===== src/rtl/md_pkg.sv =====
// Shared encodings for the multiply/divide unit, decoder and hazard unit.
package md_pkg;

  localparam int unsigned MD_WIDTH = 32;

  // MDOp encoding driven by the decoder
  typedef enum logic [2:0] {
    MD_NONE  = 3'd0,
    MD_MULT  = 3'd1,
    MD_MULTU = 3'd2,
    MD_DIV   = 3'd3,
    MD_DIVU  = 3'd4,
    MD_MTHI  = 3'd5,
    MD_MTLO  = 3'd6,
    MD_RSVD  = 3'd7
  } md_op_e;

  // Sequencer states
  typedef enum logic [1:0] {
    MD_IDLE = 2'd0,
    MD_RUN  = 2'd1,
    MD_FIX  = 2'd2
  } md_state_e;

endpackage : md_pkg


===== src/rtl/mul_div_unit.sv =====
// Iterative multiply/divide unit owning the architectural HI/LO registers.
// Operands are converted to magnitudes on accept, the unsigned core runs one
// bit per cycle, and the sign of the result is restored in a single FIX cycle.
module mul_div_unit
  import md_pkg::*;
#(
  parameter int unsigned WIDTH = MD_WIDTH,
  parameter int unsigned ITERS = WIDTH
) (
  input  logic             clk,
  input  logic             rst,
  input  logic             MDStart,
  input  logic [2:0]       MDOp,
  input  logic [WIDTH-1:0] MDOpX,
  input  logic [WIDTH-1:0] MDOpY,
  input  logic             MDSelHi,
  output logic [WIDTH-1:0] MDResult,
  output logic             MDBusy,
  output logic [WIDTH-1:0] Hi,
  output logic [WIDTH-1:0] Lo
);

  localparam int unsigned CNT_W = $clog2(ITERS + 1);
  localparam int unsigned ACC_W = 2 * WIDTH;

  md_state_e          state;
  logic [CNT_W-1:0]   cnt;
  logic [ACC_W-1:0]   acc;      // mult: {partial, multiplier}; div: {remainder, quotient}
  logic [WIDTH-1:0]   m_q;      // multiplicand or divisor magnitude
  logic [WIDTH-1:0]   x_q;      // original dividend for divide-by-zero
  logic [WIDTH-1:0]   hi_q;
  logic [WIDTH-1:0]   lo_q;
  logic               busy_q;
  logic               is_div;
  logic               is_signed;
  logic               sx;
  logic               sy;
  logic               y_zero;

  logic               op_signed;
  logic [WIDTH-1:0]   x_abs;
  logic [WIDTH-1:0]   y_abs;
  logic [WIDTH:0]     mul_sum;
  logic [ACC_W-1:0]   mul_next;
  logic [WIDTH:0]     div_shift;
  logic [WIDTH:0]     div_diff;
  logic [ACC_W-1:0]   div_next;
  logic [ACC_W-1:0]   prod_fix;
  logic [WIDTH-1:0]   quo_fix;
  logic [WIDTH-1:0]   rem_fix;

  // Operand conditioning: magnitudes for the signed ops
  always_comb begin
    op_signed = (MDOp == MD_MULT) || (MDOp == MD_DIV);
    x_abs     = (op_signed && MDOpX[WIDTH-1]) ? (~MDOpX + WIDTH'(1)) : MDOpX;
    y_abs     = (op_signed && MDOpY[WIDTH-1]) ? (~MDOpY + WIDTH'(1)) : MDOpY;
  end

  // One shift-add step and one restoring shift-subtract step
  always_comb begin
    mul_sum   = {1'b0, acc[ACC_W-1:WIDTH]} + (acc[0] ? {1'b0, m_q} : (WIDTH+1)'(0));
    mul_next  = {mul_sum, acc[WIDTH-1:1]};
    div_shift = acc[ACC_W-1:WIDTH-1];
    div_diff  = div_shift - {1'b0, m_q};
    if (div_diff[WIDTH]) begin
      div_next = {div_shift[WIDTH-1:0], acc[WIDTH-2:0], 1'b0};
    end else begin
      div_next = {div_diff[WIDTH-1:0], acc[WIDTH-2:0], 1'b1};
    end
  end

  // Sign restoration applied in FIX
  always_comb begin
    prod_fix = acc;
    quo_fix  = acc[WIDTH-1:0];
    rem_fix  = acc[ACC_W-1:WIDTH];
    if (is_signed && (sx ^ sy)) begin
      prod_fix = ~acc + ACC_W'(1);
      quo_fix  = ~acc[WIDTH-1:0] + WIDTH'(1);
    end
    if (is_signed && sx) begin
      rem_fix = ~acc[ACC_W-1:WIDTH] + WIDTH'(1);
    end
  end

  // Sequencer, iteration datapath and HI/LO registers
  always_ff @(posedge clk or posedge rst) begin
    if (rst) begin
      state     <= MD_IDLE;
      cnt       <= '0;
      acc       <= '0;
      m_q       <= '0;
      x_q       <= '0;
      hi_q      <= '0;
      lo_q      <= '0;
      busy_q    <= 1'b0;
      is_div    <= 1'b0;
      is_signed <= 1'b0;
      sx        <= 1'b0;
      sy        <= 1'b0;
      y_zero    <= 1'b0;
    end else begin
      case (state)
        MD_IDLE: begin
          if (MDStart) begin
            case (MDOp)
              MD_MULT, MD_MULTU, MD_DIV, MD_DIVU: begin
                is_div    <= (MDOp == MD_DIV) || (MDOp == MD_DIVU);
                is_signed <= op_signed;
                sx        <= op_signed & MDOpX[WIDTH-1];
                sy        <= op_signed & MDOpY[WIDTH-1];
                y_zero    <= (MDOpY == '0);
                x_q       <= MDOpX;
                cnt       <= '0;
                busy_q    <= 1'b1;
                state     <= MD_RUN;
                if ((MDOp == MD_DIV) || (MDOp == MD_DIVU)) begin
                  m_q <= y_abs;
                  acc <= {WIDTH'(0), x_abs};
                end else begin
                  m_q <= x_abs;
                  acc <= {WIDTH'(0), y_abs};
                end
              end
              MD_MTHI: hi_q <= MDOpX;
              MD_MTLO: lo_q <= MDOpX;
              default: ;
            endcase
          end
        end
        MD_RUN: begin
          acc <= is_div ? div_next : mul_next;
          cnt <= cnt + CNT_W'(1);
          if (cnt == CNT_W'(ITERS - 1)) begin
            state <= MD_FIX;
          end
        end
        MD_FIX: begin
          if (!is_div) begin
            hi_q <= prod_fix[ACC_W-1:WIDTH];
            lo_q <= prod_fix[WIDTH-1:0];
          end else if (y_zero) begin
            hi_q <= x_q;
            lo_q <= '1;
          end else begin
            hi_q <= rem_fix;
            lo_q <= quo_fix;
          end
          busy_q <= 1'b0;
          state  <= MD_IDLE;
        end
        default: begin
          busy_q <= 1'b0;
          state  <= MD_IDLE;
        end
      endcase
    end
  end

  assign MDBusy   = busy_q;
  assign Hi       = hi_q;
  assign Lo       = lo_q;
  assign MDResult = MDSelHi ? hi_q : lo_q;

endmodule : mul_div_unit


===== config.mk =====
export PLATFORM = sky130hd
export DESIGN_NAME = mul_div_unit
export DESIGN_NICKNAME = d
export VERILOG_FILES = /design/src/rtl/md_pkg.sv /design/src/rtl/mul_div_unit.sv
export SDC_FILE = /design/constraint.sdc
export NUM_CORES = 1
export LEC_CHECK = 0
export BUFFER_PORTS_ARGS = -buffer_cell sky130_fd_sc_hd__buf_2
export CORE_UTILIZATION = 50
export CTS_BUF_LIST = sky130_fd_sc_hd__clkbuf_16
export CTS_CLUSTER_DIAMETER = 30
export DETAILED_ROUTE_END_ITERATION = 12
export GPL_ROUTABILITY_DRIVEN = 0
export GPL_TIMING_DRIVEN = 0
export MAX_ROUTING_LAYER = met4
export PLACE_DENSITY_LB_ADDON = 0.1
export SLEW_MARGIN = 5
export SYNTH_ARGS = -nofsm -noshare
export SYNTH_HDL_FRONTEND = slang
export SYNTH_SLANG_ARGS = --single-unit

===== constraint.sdc =====
create_clock -name clk -period 13 [get_ports clk]
set_input_delay 1.95 -clock clk [delete_from_list [all_inputs] [get_ports clk]]
set_output_delay 1.95 -clock clk [all_outputs]
set_load 0.02 [all_outputs]

==> flow_summary.ini <==
[run_status]
status = completed

[floorplan]
start_util_pct = 51.1
die_h_um = 188
rows = 67
io_pins = 168
die_w_um = 188
fp.dieArea_um2 = 35200
core_um2 = 33700

[critical_path]
rr_worst_depth = 14
reg2reg_to = acc[60]
endpoint = MDResult[29]
cp-startpoint = MDSelHi
cp_max_fo = 10
arrival_ps = 3270
crit_slowest_cell = buf_1
critical-path-max-stage-delay_ps = 490
crit_family = buffers and inverters
timing.rr.start = acc[0]
cp_cell_sequence = clkbuf_1, buf_1, mux2_2, buf_2
cp_num_cells = 4
critPathBufInv = 3
path_class = in2out
rrSetupSlack_ps = 8080
required_ps = 11050
crit_path_end_kind = output pin
crit_path_start_kind = input pin

[clock_network]
hold_buffers = 0
post_cts_resized = 0
cts_tree = done
root_buffer = clkbuf_16
clock_latency_ps = 620
clock_path_buffers = 3
postCtsSetupBuffers = 0
cts_made_buffers = 52
cts_num_sinks = 206
cts.reportedPaths.clkPinSlew_ps = 50
htree_levels = 2

[place]
dp_hpwl_um = 53900
place_area_um2 = 18600
io_buffers = 156

[global_routing]
gr-total-overflow = 0
grt_usage_pct = 40.5
grt_max_degree = 122
antenna_found_initial = 2
grt_pass1_vias = 17500
grt_pass1_wl_um = 105000

[yosys]
synth-seq-cells = 206
synthDistinctLibCells = 80
yosysWarnings = 0
avgSynthCellArea_um2 = 7.71
syn-num-nets = 2374
synth_flop_cell = dfrtp_1
synthesis.area_um2 = 17200
async_flop_share_pct = 100
synth-edff-count = 0
syn_inst = 2232
yosysSeqAreaShare_pct = 30.0

[power]
power.total_w = 0.00615
power.density_nw_per_um2 = 302
ir_worst_vdd_v = 0.000168
leakagePower_nw = 8.91

[sta]
worstMarginPinSlew_ps = 1110
finClkSkew_ps = 47.4
relSlewSlack_pct = 25.7
finalSetupTns_ps = 0
hold_viol = 0
slew_violations = 0
rsz0062_at_grt = false
layout_min_cycle_time_ps = 5220
max_freq_ghz = 0.191
finalSetupViolations = 0
finalCritPeriodShare_pct = 40.2

[final_layout]
final_common_cell = nand2_1
fin_area_um2 = 20400
drive_gt1_share_pct = 12.8
nNetsFinal = 2585
area_delta_synth_final_pct = 18.4
mostFrequentLayoutCells = nand2_1 (367), o21ai_0 (214), dfrtp_1 (206)

[route]
vias_per_cell = 6.40
drtIter0Drc = 2442
drc = 0
wire_per_inst_um = 23.9
drt_wl_total_um = 70100
ant_nets = 0
dr.pass1.iters = 7
vias = 18800

[worst_hold_path]
hold_class = reg2reg

[job]
cap_violations = 0
## report_power, final
part | internal (W) | switching, W
Clock | 0.000856 | 0.000446
Sequential | 0.000957 | 0.000356
Combinational | 0.00133 | 0.00220
## logic make-up (layout without fill, tap and decap cells)
group                      after synthesis  after routing  share of synthesized area, %
adders and majority gates               71             71                          5.25
other                                    0              2                             0
muxes                                  110            110                          6.75
DFF                                    206            206                          30.0
buffers and inverters                  224            476                          5.09
and+or+nand+nor                        753            753                          19.3
AOI/OAI and AO/OA                      681            681                          24.1
xor gates and xnor gates               187            187                          9.52
## stage by stage
step / setup slack [ps] / utilization (%) / hold slack, ps / instances
floorplan: 5430 / - / 440 / 2232
global placement: 2910 / 55.0 / 457 / 2836
detailed placement: 7810 / 55.1 / 462 / 2837
CTS: 7810 / 60.4 / 474 / 2932
global route: 7710 / 60.4 / 487 / 2934
finish: 7780 / 60.4 / 476 / 2934
## tightest hold or removal path, delay by kind of cell, from the launching register on
kind,cells,cell delay (ps)
and+or+nand+nor,2,110
DFF,1,340
## worst min path at each step
stage / startpoint / endpoint / slack (ps) / cells after the start
finish: x_q[2] / x_q[2] / 480 / 2
global route: x_q[21] / x_q[21] / 490 / 2
CTS: x_q[21] / x_q[21] / 470 / 2
detailed placement: x_q[21] / x_q[21] / 460 / 2
global placement: x_q[25] / x_q[25] / 460 / 2
floorplan: x_q[12] / x_q[12] / 440 / 2
## cell type report
type,count,area (µm²)
multi-input combinational,1802,11200
fill,3154,13300
inverter,68,263
sequential,206,5150
buffer,156,621
tap,448,561
clock inverter,43,482
clock buffer,52,1300
timing repair buffer,157,808
antenna,2,5.00
## cells in the mapped netlist (27+ instances only)
cell type	instances	area share (%)
inv_1	67	1.5
a21oi_1	154	4.5
mux2_2	44	2.9
xor2_1	93	4.7
o211ai_1	39	1.7
clkbuf_1	135	2.9
o22ai_1	46	1.7
ha_1	69	5.0
o21ai_0	214	6.2
dfrtp_1	206	30
nand2_1	367	8.0
nor2_1	185	4.0
nand3_1	39	1.1
nor3_1	27	0.79
o21ai_1	31	0.90
xnor2_1	94	4.8
mux2i_1	65	3.8
a22oi_1	37	1.6
a31oi_1	28	1.0
## state kept, by name, indices dropped and copies added (netlist names), 2 cells and up
register / flops
state: 2
Hi: 32
m_q: 32
Lo: 32
cnt: 6
x_q: 32
acc: 64
## metal layers
metal	routed length (µm)	GRT usage, %	part of all wire, %	up-vias
li1	-	-	-	8402
met1	28100	51.7	40	8927
met2	29300	57.9	42	1183
met3	8220	11.3	12	271
met4	4400	21.9	6.3	0
met5	0	-	0	-
Note: power is estimated with default switching activity, not from simulation.
